`config.mk`:
```
export PLATFORM = sky130hd
export DESIGN_NAME = dds_wavegen
export DESIGN_NICKNAME = d
export VERILOG_FILES = /design/src/rtl/dds_wavegen.sv
export SDC_FILE = /design/constraint.sdc
export NUM_CORES = 1
export LEC_CHECK = 0
export ABC_AREA = 1
export CORE_UTILIZATION = 60
export DETAILED_ROUTE_END_ITERATION = 12
export MAX_ROUTING_LAYER = met4
export PLACE_DENSITY = 0.78
export SKIP_LAST_GASP = 1
export SLEW_MARGIN = 20
export SYNTH_ARGS = -nofsm -noshare
export SYNTH_HDL_FRONTEND = slang
export SYNTH_SLANG_ARGS = --single-unit
```
`constraint.sdc`:
```
create_clock -name clk -period 2.55 [get_ports clk]
set_input_delay 0.3825 -clock clk [delete_from_list [all_inputs] [get_ports clk]]
set_output_delay 0.3825 -clock clk [all_outputs]
set_load 0.01 [all_outputs]
```
`src/rtl/dds_wavegen.sv`:
```
// Purpose: direct digital synthesis core with a byte-wide, double-buffered register port.
//          Modes are sine, saw, triangle and square, with optional inversion.
// Latency: 2 enabled cycles from an accumulator value to its wave_out/sync_out sample.
// Backpressure: none. ena=0 freezes the accumulator and pipeline, and sync_out drops to 0.
// Ports:
//   clk, rst_n            system clock, asynchronous active-low reset
//   ena                   advance accumulator and pipeline
//   wr_en/wr_addr/wr_data staging register byte write
//   commit                copy staging to active (and optionally clear the accumulator)
//   wave_out/out_valid    offset-binary sample and its valid flag
//   sync_out              one-cycle pulse on the sample whose accumulator step wrapped
module dds_wavegen #(
    parameter int ACC_W  = 24,
    parameter int OUT_W  = 12,
    parameter int LUT_AW = 6
) (
    input  logic             clk,
    input  logic             rst_n,
    input  logic             ena,
    input  logic             wr_en,
    input  logic [2:0]       wr_addr,
    input  logic [7:0]       wr_data,
    input  logic             commit,
    output logic [OUT_W-1:0] wave_out,
    output logic             out_valid,
    output logic             sync_out
);
    localparam int NBYTE = ACC_W / 8;
    localparam int NLUT  = 1 << LUT_AW;
    localparam logic [OUT_W-1:0] MID = {1'b1, {(OUT_W-1){1'b0}}};
    // pi/2 in Q30 fixed point
    localparam longint HALF_PI_Q30 = 64'sd1686629713;

    typedef enum logic [1:0] {
        MODE_SINE = 2'd0,
        MODE_SAW  = 2'd1,
        MODE_TRI  = 2'd2,
        MODE_SQR  = 2'd3
    } mode_t;

    // Quarter-wave table entry round((mid-1)*sin(pi/2*(i+0.5)/2^LUT_AW)).
    // It is evaluated only with constant arguments, so it elaborates to a ROM.
    // A Q30 Taylor series keeps the error far below the rounding step.
    function automatic logic [OUT_W-2:0] lut_val(input int idx);
        longint x;
        longint x2;
        longint term;
        longint sum;
        longint amp;
        x    = (HALF_PI_Q30 * longint'(2 * idx + 1)) >>> (LUT_AW + 1);
        x2   = (x * x) >>> 30;
        term = x;
        sum  = x;
        for (int k = 1; k <= 10; k++) begin
            term = -((term * x2) >>> 30) / longint'((2 * k) * (2 * k + 1));
            sum  = sum + term;
        end
        amp = (sum * longint'((1 << (OUT_W - 1)) - 1) + (longint'(1) <<< 29)) >>> 30;
        return amp[OUT_W-2:0];
    endfunction

    logic [OUT_W-2:0] lut [NLUT];
    for (genvar g = 0; g < NLUT; g++) begin : g_lut
        assign lut[g] = lut_val(g);
    end

    // ---------------- staging / active registers ----------------
    logic [ACC_W-1:0] tune_stg_q, tune_act_q;
    logic [15:0]      off_stg_q, off_act_q;
    mode_t            mode_stg_q, mode_act_q;
    logic             inv_stg_q, inv_act_q, clr_stg_q;

    // Commit reads the staging values before this edge's write lands,
    // so a same-cycle write is held back for the next commit.
    always_ff @(posedge clk or negedge rst_n) begin
        if (!rst_n) begin
            tune_stg_q <= '0;
            off_stg_q  <= '0;
            mode_stg_q <= MODE_SINE;
            inv_stg_q  <= 1'b0;
            clr_stg_q  <= 1'b0;
            tune_act_q <= '0;
            off_act_q  <= '0;
            mode_act_q <= MODE_SINE;
            inv_act_q  <= 1'b0;
        end else begin
            if (wr_en) begin
                // Tuning bytes above the accumulator width have no register.
                for (int b = 0; b < NBYTE; b++) begin
                    if (wr_addr == 3'(b)) begin
                        tune_stg_q[8*b +: 8] <= wr_data;
                    end
                end
                case (wr_addr)
                    3'd4: off_stg_q[7:0]  <= wr_data;
                    3'd5: off_stg_q[15:8] <= wr_data;
                    3'd6: begin
                        mode_stg_q <= mode_t'(wr_data[1:0]);
                        inv_stg_q  <= wr_data[2];
                    end
                    3'd7: clr_stg_q <= wr_data[0];
                    default: ;
                endcase
            end
            if (commit) begin
                tune_act_q <= tune_stg_q;
                off_act_q  <= off_stg_q;
                mode_act_q <= mode_stg_q;
                inv_act_q  <= inv_stg_q;
            end
        end
    end

    // ---------------- S0: accumulator ----------------
    logic [ACC_W-1:0] acc_q, acc_d;
    logic             wrap0_q, wrap0_d;
    logic [ACC_W:0]   acc_sum;

    assign acc_sum = {1'b0, acc_q} + {1'b0, tune_act_q};

    always_comb begin
        acc_d   = acc_q;
        wrap0_d = wrap0_q;
        if (commit && clr_stg_q) begin
            acc_d   = '0;
            wrap0_d = 1'b0;
        end else if (ena) begin
            acc_d   = acc_sum[ACC_W-1:0];
            wrap0_d = acc_sum[ACC_W];
        end
    end

    always_ff @(posedge clk or negedge rst_n) begin
        if (!rst_n) begin
            acc_q   <= '0;
            wrap0_q <= 1'b0;
        end else begin
            acc_q   <= acc_d;
            wrap0_q <= wrap0_d;
        end
    end

    // ---------------- S1: phase add and quadrant decode ----------------
    logic [15:0]       phase_d;
    logic [LUT_AW-1:0] idx_raw, idx_d;
    logic [15:0]       phase1_q;
    logic [LUT_AW-1:0] idx1_q;
    mode_t             mode1_q;
    logic              inv1_q, wrap1_q, vld1_q;

    assign phase_d = acc_q[ACC_W-1 -: 16] + off_act_q;
    assign idx_raw = phase_d[13 -: LUT_AW];
    // Odd quadrants read the table backwards.
    assign idx_d   = phase_d[14] ? ~idx_raw : idx_raw;

    always_ff @(posedge clk or negedge rst_n) begin
        if (!rst_n) begin
            phase1_q <= '0;
            idx1_q   <= '0;
            mode1_q  <= MODE_SINE;
            inv1_q   <= 1'b0;
            wrap1_q  <= 1'b0;
            vld1_q   <= 1'b0;
        end else if (ena) begin
            phase1_q <= phase_d;
            idx1_q   <= idx_d;
            mode1_q  <= mode_act_q;
            inv1_q   <= inv_act_q;
            wrap1_q  <= wrap0_q;
            vld1_q   <= 1'b1;
        end
    end

    // ---------------- S2: waveform compute ----------------
    logic [OUT_W-1:0] sample_d;
    logic [OUT_W-2:0] lut_sel;
    logic [15:0]      tri_w;

    always_comb begin
        sample_d = '0;
        tri_w    = '0;
        lut_sel  = lut[idx1_q];
        case (mode1_q)
            MODE_SINE: begin
                if (phase1_q[15]) begin
                    sample_d = MID - OUT_W'(1) - {1'b0, lut_sel};
                end else begin
                    sample_d = MID + {1'b0, lut_sel};
                end
            end
            MODE_SAW: sample_d = phase1_q[15 -: OUT_W];
            MODE_TRI: begin
                tri_w    = {phase1_q[14:0], 1'b0} ^ {16{phase1_q[15]}};
                sample_d = tri_w[15 -: OUT_W];
            end
            default: sample_d = {OUT_W{~phase1_q[15]}};
        endcase
        if (inv1_q) begin
            sample_d = ~sample_d;
        end
    end

    logic [OUT_W-1:0] wave_q;
    logic             sync_q, valid_q;

    // wave_out keeps its reset value until S1 holds a real sample.
    // sync_q is forced low while stalled so a pulse is never stretched.
    always_ff @(posedge clk or negedge rst_n) begin
        if (!rst_n) begin
            wave_q  <= '0;
            sync_q  <= 1'b0;
            valid_q <= 1'b0;
        end else if (ena) begin
            valid_q <= vld1_q;
            if (vld1_q) begin
                wave_q <= sample_d;
                sync_q <= wrap1_q;
            end
        end else begin
            sync_q <= 1'b0;
        end
    end

    assign wave_out  = wave_q;
    assign sync_out  = sync_q;
    assign out_valid = valid_q;

endmodule

```
==> metrics <==
status complete, no violations; Power Density about 1200 nW/um^2; PortBufs 29; Setup Skew roughly 0.0097 ns; Worst path depth 11; most frequent cell after synthesis nand2_1; #FFs+latches synth 150; Iter 0 DRT Violations approximately 750; Die Wd approximately 130 um; biggest area consumer among synthesized cells dfrtp_1; CP delay by family, top adder cells; Peak VDD IR 0.556 mV; fill count 1235; Vias/cell roughly 6; Placer Congestion roughly 0.93; Hold Vio Cnt, Final 0; hpwl dp approximately 18000 um; IO Count 30; setup_tns 0 ns; H-tree levels 4; CTS tree done; initial antenna violation count 0; M1 wire length 10700 um; die area 15800 um^2; fin nets 1292; DRT antenna net count 0; synth cell count leaders nand2_1 (376), dfrtp_1 (150), o21ai_0 (126), nand3_1 (124), inv_1 (76); fin crit period approximately 2.3 ns; Post-Synthesis Cell Area roughly 9000 um^2; worst skew pair latency 0.44 ns; syn_nets between 1000 and 1500; total CTS buffers 17; Post-CTS Setup Bufs 0; Slew @ Worst Pin around 0.83 ns; CP required approximately 2.9 ns; Worst Hold Class primary input to asynchronous set/reset pin; routed vias 8475; Synth area leaders dfrtp_1 (41%), nand2_1 (15%), o21ai_0 (6.9%), nand3_1 (6.7%), ha_1 (6.3%); vias in the first global route 8105; CTS Sinks 150; share of the synthesized area in the top cell type roughly 41%; Final setup violation count 0; ratio of cells with drive above 1 in the final layout 8.94%; DR top layer met4; Post-synth top flop dfrtp_1; Post-Syn Instances approximately 1200; Root Driver clkbuf_16; CP max FO 4; largest net degree at the start of global routing 66; crit share post-route 91.4%; Rel. slew slack roughly 45%; met3 WL 1070 um; CP max stage delay between 0.4 and 0.5 ns; Final Max Slew Viols 0; worst path bufs/invs 0; Setup CP Type flip-flop to flip-flop; GRT Total Usage roughly a third; Final Total Pwr between 10 and 15 mW; Max Root-Sink Buffers 2; Reg clk slew, reported paths 0.06 ns; startpoint types flip-flop; DR pass1 iterations 6; total wire length about 24000 um; area growth from synthesis to final layout 11.7%; core area approximately 15000 um^2; WL met2 11600 um; CP Capture Type flip-flop; Seq/Total Area, Yosys about two fifths; Remaining DRCs 0; first-pass GRT wire length 40500 um; RSZ-0062 raised after global routing no; CP max-delay cell fa_1; global route overflow 0; CP Cell Sequence ha_1 -> fa_1 -> nand3_1 -> nand2_1 -> a21boi_2 -> o21ai_0 -> nand2_1 -> nand2_1 -> nand2_1 -> nand2_1 -> o21ai_0; Ant. Diodes 0; post-synthesis async set-or-reset flop share 100%; Mean Syn Cell Area between 7 and 8 um^2; reg2reg path depth 11; Synth warnings 0; Max-cap violations 0; Crit path top cell by count nand2_1; count of unique library cells instantiated by Yosys 40; cell row count 44; Starting Density roughly 62%; detailed-route wire length per cell around 17 um; number of synthesized flops with an enable pin 0; CP arrival between 2 and 3 ns; P_leak roughly 5.1 nW; Die H 126 um; Achievable Freq 0.429 GHz
## placed cells by master (no fill, tap or decap), types with 2 or more instances in the layout
cell type | Yosys | routed
a21o_1 | 7 | 7
a21oi_1 | 64 | 64
a22o_1 | 2 | 2
buf_12 | 0 | 2
buf_4 | 1 | 14
bufinv_16 | 0 | 2
clkbuf_16 | 0 | 17
clkdlybuf4s50_1 | 0 | 27
clkinv_2 | 0 | 2
clkinv_4 | 0 | 4
dfrtp_1 | 150 | 150
ha_1 | 46 | 45
inv_1 | 76 | 76
inv_2 | 3 | 3
inv_8 | 0 | 4
mux2_2 | 43 | 43
nand2_1 | 376 | 376
nand2_2 | 2 | 2
nand3_1 | 124 | 124
nand3_2 | 2 | 2
nand3b_1 | 2 | 2
nand4_1 | 13 | 13
nor2_1 | 74 | 73
nor2_2 | 2 | 3
nor3_1 | 6 | 6
o211ai_1 | 5 | 5
o21a_1 | 4 | 4
o21ai_0 | 126 | 126
o21ai_1 | 3 | 3
o21bai_1 | 3 | 3
o221ai_1 | 3 | 3
o31ai_1 | 4 | 4
or2_2 | 4 | 4
xnor2_1 | 7 | 7
xor2_1 | 4 | 4
xor2_2 | 2 | 2
## cell families (layout without fill, tap and decap cells)
family | after synthesis | in the layout | synth area share (%)
xor+xnor | 13 | 13 | 1.40
mux | 43 | 43 | 5.27
compound gates | 226 | 226 | 13.3
flops | 150 | 150 | 40.8
buf+inv | 123 | 158 | 5.47
simple gates | 605 | 605 | 27.3
fa+ha+maj | 47 | 47 | 6.48
## per-layer routing
layer / track usage [%] / vias to the layer above
met5: - / -
met4: 17.3 / 0
met3: 4.12 / 83
met2: 54.6 / 282
met1: 42.1 / 4016
li1: - / 4094
## area by class of cell
class / count / area [um^2] / area share (%)
Multi-Input combinational cell: 934 / 4940 / 48.1
Sequential cell: 150 / 3750 / 36.5
Timing Repair Buffer: 46 / 442 / 4.30
Clock buffer: 18 / 439 / 4.27
Inverter: 80 / 300 / 2.92
Tap cell: 184 / 230 / 2.24
Clock inverter: 14 / 166 / 1.62
## final timing paths
kind                                     from       endpoint  slack [ns]
min in group clk                  wave_out[3]    wave_out[3]        0.48
worst min register to register    wave_out[3]    wave_out[3]        0.48
max in group asynchronous               rst_n  mode_stg_q[0]        1.46
worst max-delay path            tune_act_q[0]      acc_q[12]        0.22
worst min-delay path                    rst_n  tune_act_q[1]        0.43
worst max register to register  tune_act_q[0]      acc_q[12]        0.22
## report_power, final
part | leakage, nW | switching (mW) | internal [mW]
combinational | 2.92 | 4.03 | 2.30
clock | 0.298 | 1.09 | 1.50
sequential | 1.88 | 0.694 | 3.10
## per-stage QoR
stage          utilization [%]  area (um^2)  hold WS, ns  std cells  setup WS [ns]
2_1_floorplan                -         9200       0.0869       1207          0.583
3_3_place_gp              65.4         9660        0.296       1393          0.114
3_5_place_dp              65.5         9660        0.302       1393          0.250
4_1_cts                   69.6        10300        0.447       1426          0.221
5_1_grt                   69.6        10300        0.476       1426         0.0394
6_report                  69.6        10300        0.435       1426          0.220
## registers in the layout, summed over array words and instances, names as in the netlist, 2 cells and up
register / count
off_act_q: 16
mode_act_q: 2
acc_q: 24
phase1_q: 13
tune_stg_q: 24
idx1_q: 6
mode_stg_q: 2
mode1_q: 2
tune_act_q: 24
wave_out: 12
off_stg_q: 16
## worst register-to-register path: cells and delay by family (launching register included)
family / cells / cell delay [ns]
fa+ha+maj: 2 / 0.71
compound gates: 3 / 0.62
simple gates: 6 / 0.55
flops: 1 / 0.38
## timing repair
| item | CTS | global route |
|---|---|---|
| endpoints found under the hold margin | 32 | 0 |
| hold buffers | 1 | 0 |
| setup endpoints to repair | 0 | 1 |
| gates resized for setup | 0 | 1 |
(Power assumes the default switching activity.)
